File: config.mk
export PLATFORM = sky130hd
export DESIGN_NAME = fp_stream_minmax
export DESIGN_NICKNAME = d
export VERILOG_FILES = /design/src/rtl/fp_stream_minmax.sv
export SDC_FILE = /design/constraint.sdc
export NUM_CORES = 1
export LEC_CHECK = 0
export ABC_AREA = 0
export CORE_MARGIN = 2
export CORE_UTILIZATION = 30
export CTS_BUF_LIST = sky130_fd_sc_hd__clkbuf_8
export DETAILED_ROUTE_END_ITERATION = 10
export PLACE_DENSITY_LB_ADDON = 0.15
export SYNTH_ARGS = -nofsm -noshare
export SYNTH_HDL_FRONTEND = slang
export SYNTH_SLANG_ARGS = --single-unit
File: constraint.sdc
create_clock -name clk -period 10.4 [get_ports clk]
set_input_delay 1.56 -clock clk [delete_from_list [all_inputs] [get_ports clk]]
set_output_delay 1.56 -clock clk [all_outputs]
set_load 0.1 [all_outputs]
File: src/rtl/fp_stream_minmax.sv
// fp_stream_minmax: per-frame min/max/count over a stream of IEEE-754 singles.
// NaN/Inf samples are counted separately and never touch min/max. One result
// per frame is offered on a valid/ready port; input stalls while it is pending.
module fp_stream_minmax #(
  parameter int CNT_W = 16
) (
  input  logic             clk,
  input  logic             rst_n,
  input  logic             in_valid,
  output logic             in_ready,
  input  logic [31:0]      in_data,
  input  logic             in_last,
  output logic             out_valid,
  input  logic             out_ready,
  output logic [31:0]      out_min,
  output logic [31:0]      out_max,
  output logic [CNT_W-1:0] out_count,
  output logic [CNT_W-1:0] out_inv_count,
  output logic             out_empty
);

  typedef enum logic [1:0] {IDLE, ACCUM, DONE} state_t;

  state_t           state;
  logic [31:0]      min_r, max_r;
  logic [CNT_W-1:0] cnt_r, inv_r;
  logic             valid_r, empty_r;

  // Map a float onto an unsigned key whose integer order is the float order.
  // Both zeros share one key so +0 and -0 tie.
  function automatic logic [31:0] ord_key(input logic [31:0] v);
    if (v[30:0] == 31'd0) return 32'h8000_0000;
    else if (v[31])       return ~v;
    else                  return {1'b1, v[30:0]};
  endfunction

  logic        accept, is_inv, lt_min, gt_max, fresh;
  logic [31:0] key_in;

  assign in_ready = (state != DONE);
  assign accept   = in_valid && in_ready;
  assign is_inv   = &in_data[30:23];
  assign key_in   = ord_key(in_data);
  assign lt_min   = key_in < ord_key(min_r);
  assign gt_max   = key_in > ord_key(max_r);
  // First ordinary sample of the frame seeds both extremes.
  assign fresh    = (state == IDLE);

  // Frame FSM plus accumulators; result outputs are registered.
  always_ff @(posedge clk or negedge rst_n) begin
    if (!rst_n) begin
      state   <= IDLE;
      min_r   <= '0;
      max_r   <= '0;
      cnt_r   <= '0;
      inv_r   <= '0;
      valid_r <= 1'b0;
      empty_r <= 1'b0;
    end else begin
      case (state)
        IDLE, ACCUM: begin
          if (accept) begin
            if (is_inv) begin
              if (inv_r != '1) inv_r <= inv_r + CNT_W'(1);
            end else begin
              if (cnt_r != '1) cnt_r <= cnt_r + CNT_W'(1);
              if (fresh || lt_min) min_r <= in_data;
              if (fresh || gt_max) max_r <= in_data;
            end
            if (in_last) begin
              state   <= DONE;
              valid_r <= 1'b1;
              // Empty only if nothing ordinary was held before nor is now.
              empty_r <= fresh && is_inv;
            end else if (!is_inv) begin
              state <= ACCUM;
            end
          end
        end
        DONE: begin
          if (out_ready) begin
            state   <= IDLE;
            min_r   <= '0;
            max_r   <= '0;
            cnt_r   <= '0;
            inv_r   <= '0;
            valid_r <= 1'b0;
            empty_r <= 1'b0;
          end
        end
        default: state <= IDLE;
      endcase
    end
  end

  assign out_valid     = valid_r;
  assign out_empty     = empty_r;
  assign out_min       = min_r;
  assign out_max       = max_r;
  assign out_count     = cnt_r;
  assign out_inv_count = inv_r;

endmodule

Word level (Yosys, flattened, before mapping)
Index checks and enable logic that the tools add are counted.
{"block": "word_totals", "register_bits": 100, "output_inout_bits": 99}
{"block": "classes", "add_sub_neg": 2, "n_lt_le_gt_ge": 2, "eq_ne": 15, "muxes": 36, "n_bitwise": 3, "n_reduce_logical": 17}
{"op": "32-bit 2-to-1 mux", "count": 13}
{"op": "32-bit case mux with 2 select lines", "count": 2}
{"op": "16-bit 2-to-1 mux", "count": 7}
{"op": "32-bit NOT", "count": 3}
{"op": "31-bit logical NOT", "count": 3}
{"op": "16-bit case mux with 2 select lines", "count": 2}
{"op": "16-bit by 1-bit adder with 16-bit output, second input constant", "count": 2}
{"op": "32-bit > comparator", "count": 1}
{"op": "32-bit < comparator", "count": 1}
{"op": "16-bit != test, second input constant", "count": 2}
{"op": "2-bit != test, second input constant", "count": 10}
{"op": "5-bit AND reduction", "count": 4}
{"op": "2-bit 2-to-1 mux", "count": 4}
{"op": "8-bit AND reduction", "count": 1}
{"op": "1-bit 2-to-1 mux", "count": 5}
{"op": "1-bit case mux with 2 select lines", "count": 2}
{"op": "2-bit case mux with 2 select lines", "count": 1}
{"op": "4-bit AND reduction", "count": 1}
{"op": "3-bit != test, second input constant", "count": 1}
{"op": "3-bit AND reduction", "count": 1}
{"op": "2-bit by 1-bit == test with 1-bit output, second input constant", "count": 1}
{"op": "2-bit == test, second input constant", "count": 1}
{"op": "1-bit logical AND", "count": 2}
{"op": "2-bit logical NOT", "count": 1}
{"op": "other kinds (3)", "count": 4}

Logic depth before layout (Yosys ltp)
Gate-level depths: netlist (run 1).
{"block": "logic_depth", "depth_word": 9, "depth_mapped": 17, "ltp_nobuf": 13}

Worst setup path before layout (run 1)
No wires, ideal clock.
{"block": "synth_path", "kind": "input-to-reg", "start": "input port in_data[30]", "end": "register max_r[0], in the netlist out_max[0]", "setup_time_ns": 0.122, "arrival_time_ns": 5.000, "t_required_ns": 10.278, "setup_slack_ns": 5.278, "path_stages": 16, "path_cell_list": "nor4_1 > nand4_1 > nor2_1 > clkbuf_1 > buf_1 > nor2_1 > ha_1 > nand4_1 > nor2_1 > a221o_1 > a211o_1 > or3_1 > o211a_1 > a21o_1 > buf_2 > a22o_1"}
{"block": "synth_between", "elab_chain_len": 7, "word_cells_on_any_way": 10}
{"element": "start: declaration", "line": "11", "source": "input logic [31:0] in_data,"}
{"element": "branches (longest 6 deep; another with 32-bit > comparator)"}
{"element": "5-bit AND reduction (no source line) *"}
{"element": "end signal: assignment", "line": "68", "source": "if (fresh || gt_max) max_r <= in_data;"}
{"element": "end: declaration", "line": "25", "source": "logic [31:0] min_r, max_r;"}
Every way passes the cells marked *.
A chain may end at the register's enable or synchronous reset.

Worst setup path in the final report (run 1)
{"block": "layout_path", "start": "input port in_data[15]", "end": "register max_r[2], in the netlist out_max[2]"}
{"block": "layout_between", "elab_chain_len": 7, "word_cells_on_any_way": 8}
{"element": "branches (longest 2 deep; another with 31-bit logical NOT)"}
{"element": "32-bit 2-to-1 mux *", "line": "32", "source": "if (v[30:0] == 31'd0) return 32'h8000_0000;"}
{"element": "32-bit > comparator *", "line": "45", "source": "assign gt_max = key_in > ord_key(max_r);"}
{"element": "1-bit logical OR *", "line": "68"}
{"element": "2-bit != test (no source line) *"}
{"element": "5-bit AND reduction (no source line) *"}
Marked as above.

==> results of run 1 <==
## worst reg2reg max path, stage by stage, from the launching register on
cell and delay [ns]:
dfrtp_1 0.44, or4_1 0.57, nor4_1 0.47, nand4_1 0.16, buf_4 0.27, and2_1 0.21
ha_1 0.29, nand4_1 0.13, nor2_1 0.07, a221o_1 0.31, a211o_1 0.28, or3_1 0.38
o211a_1 0.27, nor2_4 0.72, a22o_1 0.27
## sequential cells by signal, indices dropped and copies added, names as in the netlist
| signal | flops |
|---|---|
| out_empty | 1 |
| out_inv_count | 16 |
| out_count | 16 |
| out_max | 32 |
| state | 2 |
| out_valid | 1 |
| out_min | 32 |
## routing by layer
layer  vias up  wire [microns]  global-route usage [%]
met1      2919           10760                   24.92
met5         -               0                       0
met2       138           10190                   29.22
met3        17            1404                   4.572
li1       3037               -                       -
met4         0             284                   4.003
## layout by cell type (no fill, tap or decap), types with 15 or more instances in the layout
master	count
clkdlybuf4s50_1	133
nor2_1	76
nand4_1	21
ha_1	63
nor4_1	23
xor2_1	84
a22o_1	32
mux2i_1	33
nand3_1	15
o21ai_0	15
a21oi_1	19
inv_1	40
xnor2_1	35
nand2_1	124
dfrtp_1	98
## cells in the mapped netlist (2+ instances only)
cell	count
a2111oi_0	2
a211oi_1	4
a21o_1	9
a21oi_1	19
a22o_1	32
a31oi_1	2
and2_1	5
and3_1	6
and4_1	5
buf_1	7
buf_2	6
buf_6	4
clkbuf_1	22
dfrtp_1	100
ha_1	63
inv_1	40
mux2i_1	33
nand2_1	124
nand3_1	15
nand4_1	21
nor2_1	78
nor2b_1	2
nor3_1	11
nor4_1	23
o2111ai_1	2
o211ai_1	5
o21a_1	2
o21ai_0	15
o21ai_1	4
o41ai_1	2
or3_1	4
or4_1	3
xnor2_1	35
xor2_1	84
## worst paths after layout
check | from | to | slack (ns) | cells after the start
worst max-delay path | in_data[15] | out_max[2]$_DFFE_PN0P_ | 3.86 | 15
worst min-delay path | out_valid$_DFFE_PN0P_ | out_valid$_DFFE_PN0P_ | 0.52 | 2
worst max register to register | out_max[19]$_DFFE_PN0P_ | out_max[2]$_DFFE_PN0P_ | 5.52 | 14
worst min register to register | out_valid$_DFFE_PN0P_ | out_valid$_DFFE_PN0P_ | 0.52 | 2
max in group asynchronous | rst_n | out_min[31]$_DFFE_PN0P_ | 7.94 | 2
min in group asynchronous | rst_n | out_max[11]$_DFFE_PN0P_ | 1.11 | 1
## per-stage QoR
step	hold slack, ns	worst slack, ns	util, %
after floorplan	0.4897	5.278	-
after global placement	0.4758	3.373	37.65
after detailed placement	0.4927	3.520	37.65
after CTS	0.5260	3.914	38.54
after global routing	0.5807	3.523	38.54
final	0.5218	3.855	38.56
## cell families after synthesis
logic type	after synthesis	synth area share, %
and+or+nand+nor	304	19.61
xor gates and xnor gates	119	14.49
buffers and inverters	79	4.646
adders and majority gates	63	10.96
muxes	33	4.594
DFF	100	34.80
AOI/OAI and AO/OA	109	10.89
## cell type report
cell class                      instances  area share, %
Clock inverter                          5         0.6360
Antenna cell                            1        0.02765
Inverter                               40          1.659
Sequential cell                       100          27.68
Timing Repair Buffer                  145          15.68
Clock buffer                           11          1.673
Tap cell                              319          4.410
Multi-Input combinational cell        628          48.24
==> impl_metrics.env, run 1 <==
export IMPL_cts_resized=0
export IMPL_slew_headroom_pct=31.01
export IMPL_overflow=0
export IMPL_synth_edf_count=0
export IMPL_hpwl_microns=16440
export IMPL_status="finished clean"
export IMPL_cp_arrival_ns=6.88
export IMPL_worstSetupEndpointType="flip-flop"
export IMPL_placed_cell_area_sq_mm=0.008838
export IMPL_netlist_area_sq_mm=0.007191
export IMPL_max_freq_ghz=0.1528
export IMPL_cp_top_family="simple AND/OR/NAND/NOR gates"
export IMPL_area_growth_syn_to_layout_pct=25.86
export IMPL_critPathKind="in2reg"
export IMPL_root_buffer="clkbuf_8"
export IMPL_setup_viol=0
export IMPL_rows=56
export IMPL_min_period_over_period_pct=62.93
export IMPL_gp_congestion=0.8347
export IMPL_vias_per_cell=4.893
export IMPL_numCtsBuffers=9
export IMPL_synth_cell_types=52
export IMPL_rsz0062_at_grt="false"
export IMPL_synth_top_cell_by_area="dfrtp_1"
export IMPL_grt_pass1_vias=6422
export IMPL_clk_latency_ns=0.40
export IMPL_critPathMaxStageDelay_ns=0.72
export IMPL_layout_nets=1024
export IMPL_drtAntennaViolNets=0
export IMPL_finalHoldViolations=0
export IMPL_n_fill_cell=2402
export IMPL_cts_clk_slew_worst_paths_ns=0.11
export IMPL_cts_setup_buffers=0
export IMPL_post_drt_wl_per_cell_microns=18.12
export IMPL_startpoint_type="input pin"
export IMPL_multi_input_area_sq_mm=0.004365
export IMPL_clock_sink_count=100
export IMPL_grt_max_degree=65
export IMPL_die_h_microns=158.8
export IMPL_crit_required_ns=10.73
export IMPL_hold_path_class="reg2reg"
export IMPL_drt_iter0_drc=241
export IMPL_synth_net_count=907
export IMPL_yosys_top_cells_area="dfrtp_1, ha_1, xor2_1"
export IMPL_async_flop_share_pct=100.0
export IMPL_period_needed_ns=6.545
export IMPL_die_area_sq_mm=0.02522
export IMPL_cts_tree="yes"
export IMPL_num_vias=6111
export IMPL_drt_pass1_iterations=4
export IMPL_drv_slew=0
export IMPL_stdcell_area_sq_mm=0.009050
export IMPL_postCtsHoldBufs=0
export IMPL_drc=0
export IMPL_grt_first_pass_wirelength_microns=36680
export IMPL_worst_path_max_fanout=32
export IMPL_crit_buf_inv=2
export IMPL_grt_usage_pct=18.28
export IMPL_regArea_sq_mm=0.002505
export IMPL_placed_cells=1232
export IMPL_ys_seq_area_share_pct=34.80
export IMPL_setup_tns_ns=0
export IMPL_drive_above_1_share_pct=4.090
export IMPL_io_pins=136
export IMPL_synth_flop_cell="dfrtp_1"
export IMPL_netlist_instances=807
export IMPL_die_w_microns=158.8
export IMPL_core_area_sq_mm=0.02347
export IMPL_ys_warn_count=0
export IMPL_synth_area_per_cell_sq_um=8.910
export IMPL_wl_microns=22640
export IMPL_final_cells=1249
export IMPL_max_cap_viol_count=0
export IMPL_clock_skew_ns=0.01606
export IMPL_portBuffers=135
export IMPL_initial_core_util_pct=30.63
export IMPL_max_slew_worst_pin_slew_ns=1.032
export IMPL_netlist_area_leader_share_pct=34.80
export IMPL_htreeDepth=3
export IMPL_crit_chain="clkdlybuf4s50_1 > nor4_1 > nand4_1 > nor2_2 > buf_4 > nor2_1 > ha_1 > a21oi_1 > o21ai_1 > a221o_1 > a211o_1 > or3_1 > o211a_1 > nor2_4 > a22o_1"
export IMPL_antenna_found_initial=1
export IMPL_cts_buffer_depth=2
export IMPL_synth_seq_cells=100
export IMPL_crit_slowest_cell="nor2_4"
Power of run 1 is not shown: default switching activity piles up to over one toggle a cycle in this logic, so the estimate is an artifact.
==> inputs of run 2 (changes only) <==
==> constraint.sdc (replaced) <==
create_clock -name clk -period 6.3 [get_ports clk]
set_input_delay 0.945 -clock clk [delete_from_list [all_inputs] [get_ports clk]]
set_output_delay 0.945 -clock clk [all_outputs]
set_load 0.1 [all_outputs]
==> impl_metrics.env, run 2 (synthesis gave the netlist of run 1 again) <==
export IMPL_status="finished clean"
export IMPL_setup_tns_ns=0
export IMPL_layout_commonest_cell="clkdlybuf4s50_1"
export IMPL_drv_slew=0
export IMPL_cts_resized=0
export IMPL_grt_first_pass_wirelength_microns=36670
export IMPL_num_vias=6174
export IMPL_grt_usage_pct=18.36
export IMPL_cts_setup_buffers=0
export IMPL_drc=0
export IMPL_vias_per_cell=4.935
export IMPL_slew_headroom_pct=30.66
export IMPL_finalHoldViolations=0
export IMPL_die_w_microns=158.8
export IMPL_wl_microns=22750
export IMPL_cts_clk_slew_worst_paths_ns=0.10
export IMPL_io_pins=136
export IMPL_hold_path_class="reg2reg"
export IMPL_drive_above_1_share_pct=4.189
export IMPL_grt_max_degree=57
export IMPL_overflow=0
export IMPL_layout_nets=1026
export IMPL_fin_util_pct=38.73
export IMPL_rsz0062_at_grt="false"
export IMPL_htreeDepth=3
export IMPL_grt_pass1_vias=6399
export IMPL_setup_slack_ns=0.7539
export IMPL_area_growth_syn_to_layout_pct=26.43
export IMPL_max_slew_worst_pin_slew_ns=1.037
export IMPL_clock_sink_count=100
export IMPL_worst_path_max_fanout=26
export IMPL_die_h_microns=158.8
export IMPL_crit_required_ns=6.63
export IMPL_place_ws_ns=0.4253
export IMPL_period_needed_ns=5.546
export IMPL_die_area_sq_mm=0.02522
export IMPL_layout_common_cells="clkdlybuf4s50_1, nand2_1, dfrtp_1, xor2_1, nor2_1"
export IMPL_startpoint_type="input pin"
export IMPL_cts_tree="yes"
export IMPL_max_cap_viol_count=0
export IMPL_rows=56
export IMPL_numCtsBuffers=9
export IMPL_clock_skew_ns=0.01296
export IMPL_gp_congestion=0.8818
export IMPL_cts_buffer_depth=2
export IMPL_worstSetupEndpointType="flip-flop"
export IMPL_root_buffer="clkbuf_8"
export IMPL_setup_viol=0
export IMPL_drt_pass1_iterations=4
export IMPL_postCtsHoldBufs=0
export IMPL_post_drt_wl_per_cell_microns=18.19
export IMPL_initial_core_util_pct=30.63
export IMPL_antenna_found_initial=1
export IMPL_cp_arrival_ns=5.87
export IMPL_clk_latency_ns=0.39
export IMPL_critPathKind="in2reg"
export IMPL_max_freq_ghz=0.1803
export IMPL_portBuffers=135
export IMPL_drt_iter0_drc=281
export IMPL_min_period_over_period_pct=88.03
export IMPL_hpwl_microns=16620
export IMPL_core_area_sq_mm=0.02347
export IMPL_drtAntennaViolNets=0
run 2: cell type report:
class / count / area, sq um
multi-input cells: 628 / 4360
well taps: 319 / 399.1
diodes: 1 / 2.502
fillers: 2409 / 14380
clock inverters: 7 / 91.34
flip-flops and latches: 100 / 2505
inverters: 40 / 150.1
clock buffers: 9 / 123.9
repair buffers: 147 / 1459
run 2: per-layer routing:
layer	part of all wire, %	track usage [%]	up-vias	wire [microns]
met5	0	0	-	0
met4	0.94	4.087	0	213
met3	5.9	4.545	14	1342
met2	46	29.56	136	10390
met1	47	24.89	2989	10800
li1	-	-	3035	-
run 2: worst paths after layout:
path / slack [ns] / end / start / cells after the start
setup / recovery: 0.75 / out_max[20]$_DFFE_PN0P_ / in_data[2] / 15
hold / removal: 0.52 / out_valid$_DFFE_PN0P_ / out_valid$_DFFE_PN0P_ / 2
setup reg to reg: 1.73 / out_max[20]$_DFFE_PN0P_ / out_max[19]$_DFFE_PN0P_ / 15
hold reg to reg: 0.52 / out_valid$_DFFE_PN0P_ / out_valid$_DFFE_PN0P_ / 2
max in group asynchronous: 4.57 / out_min[31]$_DFFE_PN0P_ / rst_n / 2
min in group asynchronous: 0.62 / out_min[9]$_DFFE_PN0P_ / rst_n / 1
run 2: through the flow:
stage	area, sq um	cells	hold slack [ns]
2_1_floorplan	7191	807	0.4897
3_3_place_gp	8874	1234	0.4770
3_5_place_dp	8874	1234	0.4968
4_1_cts	9089	1250	0.5348
5_1_grt	9089	1250	0.5690
6_report	9091	1251	0.5230
run 2: worst max-delay path, stage by stage:
cell and delay, ns:
clkdlybuf4s50_1 0.58, nor4_1 0.54, nand4_1 0.32, nor2_2 0.69, nor2_1 0.17, ha_1 0.35, a21oi_1 0.15, o21ai_1 0.09
a221o_1 0.34, a211o_1 0.28, or3_1 0.37, o211a_1 0.26, nor2_2 0.35, buf_12 0.25, a22o_1 0.16
Power of run 2 is left out for the same reason.
==> inputs of run 3 (changes only) <==
--- a/config.mk
+++ b/config.mk
@@ -7,7 +7,7 @@
 export LEC_CHECK = 0
 export ABC_AREA = 0
 export CORE_MARGIN = 2
-export CORE_UTILIZATION = 30
+export CORE_UTILIZATION = 53
 export CTS_BUF_LIST = sky130_fd_sc_hd__clkbuf_8
 export DETAILED_ROUTE_END_ITERATION = 10
 export PLACE_DENSITY_LB_ADDON = 0.15
==> constraint.sdc (replaced) <==
create_clock -name clk -period 6.3 [get_ports clk]
set_input_delay 1.26 -clock clk [delete_from_list [all_inputs] [get_ports clk]]
set_output_delay 1.26 -clock clk [all_outputs]
set_load 0.1 [all_outputs]
==> impl_metrics.env, run 3 (synthesis gave the netlist of run 1 again) <==
export IMPL_layout_commonest_cell="clkdlybuf4s50_1"
export IMPL_layout_nets=1026
export IMPL_place_ws_ns=0.4186
export IMPL_drtAntennaViolNets=0
export IMPL_startpoint_type="input pin"
export IMPL_drv_slew=0
export IMPL_min_period_over_period_pct=88.12
export IMPL_status="finished clean"
export IMPL_setup_viol=0
export IMPL_initial_core_util_pct=54.30
export IMPL_postCtsHoldBufs=0
export IMPL_hold_path_class="reg2reg"
export IMPL_setup_tns_ns=0
export IMPL_slew_headroom_pct=20.73
export IMPL_area_growth_syn_to_layout_pct=23.79
export IMPL_crit_required_ns=6.58
export IMPL_worst_hold_slack_ns=0.5217
export IMPL_cp_arrival_ns=5.83
export IMPL_setup_slack_ns=0.7485
export IMPL_cts_buffer_depth=2
export IMPL_hpwl_microns=14940
export IMPL_cts_tree="yes"
export IMPL_die_area_sq_mm=0.01452
export IMPL_clock_sink_count=100
export IMPL_drive_above_1_share_pct=3.974
export IMPL_rows=42
export IMPL_grt_max_degree=64
export IMPL_hold_start="out_valid$_DFFE_PN0P_"
export IMPL_drt_iter0_drc=367
export IMPL_die_w_microns=120.5
export IMPL_worstSetupEndpointType="flip-flop"
export IMPL_max_freq_ghz=0.1801
export IMPL_antenna_found_initial=0
export IMPL_rsz0062_at_grt="false"
export IMPL_worst_path_max_fanout=32
export IMPL_critPathKind="in2reg"
export IMPL_vias_per_cell=5.663
export IMPL_max_cap_viol_count=0
export IMPL_htreeDepth=3
export IMPL_post_drt_wl_per_cell_microns=18.10
export IMPL_grt_usage_pct=28.34
export IMPL_layout_common_cells="clkdlybuf4s50_1, nand2_1, dfrtp_1, xor2_1, nor2_1"
export IMPL_drt_pass1_iterations=5
export IMPL_antenna_cells=0
export IMPL_period_needed_ns=5.552
export IMPL_overflow=0
export IMPL_drc=0
export IMPL_wl_microns=20030
export IMPL_grt_pass1_vias=6341
export IMPL_num_vias=6269
export IMPL_max_slew_worst_pin_slew_ns=1.189
export IMPL_grt_first_pass_wirelength_microns=32310
export IMPL_die_h_microns=120.5
export IMPL_cts_resized=0
export IMPL_cts_setup_buffers=0
export IMPL_io_pins=136
export IMPL_portBuffers=135
export IMPL_gp_congestion=0.9395
export IMPL_crit_path_start="in_data[30]"
export IMPL_numCtsBuffers=9
export IMPL_clock_skew_ns=0.01319
export IMPL_cts_clk_slew_worst_paths_ns=0.10
export IMPL_r2r_start="out_max[19]$_DFFE_PN0P_"
export IMPL_finalHoldViolations=0
export IMPL_root_buffer="clkbuf_8"
export IMPL_core_area_sq_mm=0.01324
export IMPL_clk_latency_ns=0.39
[run 3: per-layer routing]
layer	global-route usage, %	vias up	share of wire, %
met1	37.33	3057	44
met3	5.943	22	6.4
met2	46.72	157	48
met4	9.157	0	1.5
li1	-	3033	-
met5	0	-	0
[run 3: metrics by stage]
stage | util (%) | instance area (sq um) | std cells
5_1_grt | 67.21 | 8901 | 1107
6_report | 67.21 | 8901 | 1107
2_1_floorplan | - | 7191 | 807
4_1_cts | 67.21 | 8901 | 1107
3_3_place_gp | 65.53 | 8678 | 1091
3_5_place_dp | 65.53 | 8678 | 1091
[run 3: layout make-up]
type | instances | area (sq um)
well taps | 176 | 220.2
repair buffers | 147 | 1446
flip-flops and latches | 100 | 2504
fillers | 1123 | 4342
multi-input cells | 628 | 4358
inverters | 40 | 150.1
clock buffers | 9 | 123.9
clock inverters | 7 | 98.84
[run 3: path summary, 6_finish.rpt]
kind	slack, ns	depth (start not counted)	to
worst max-delay path	0.75	15	out_max[7]$_DFFE_PN0P_
worst min-delay path	0.52	2	out_valid$_DFFE_PN0P_
worst max register to register	1.08	13	out_max[7]$_DFFE_PN0P_
worst min register to register	0.52	2	out_valid$_DFFE_PN0P_
max in group asynchronous	4.20	2	out_min[31]$_DFFE_PN0P_
min in group asynchronous	0.82	1	out_min[10]$_DFFE_PN0P_
[run 3: worst max-delay path: stages]
cell and delay (ns):
clkdlybuf4s50_1 0.54, nor4_1 0.43, nand4_1 0.26, nor2_1 0.21, buf_4 0.24, nor2_1 0.10
ha_1 0.31, a21oi_1 0.16, o21ai_1 0.08, a221o_1 0.34, a211o_1 0.28, or3_1 0.38
o211a_1 0.26, a21o_1 0.58, a22o_1 0.38
Power of run 3 is left out for the same reason.
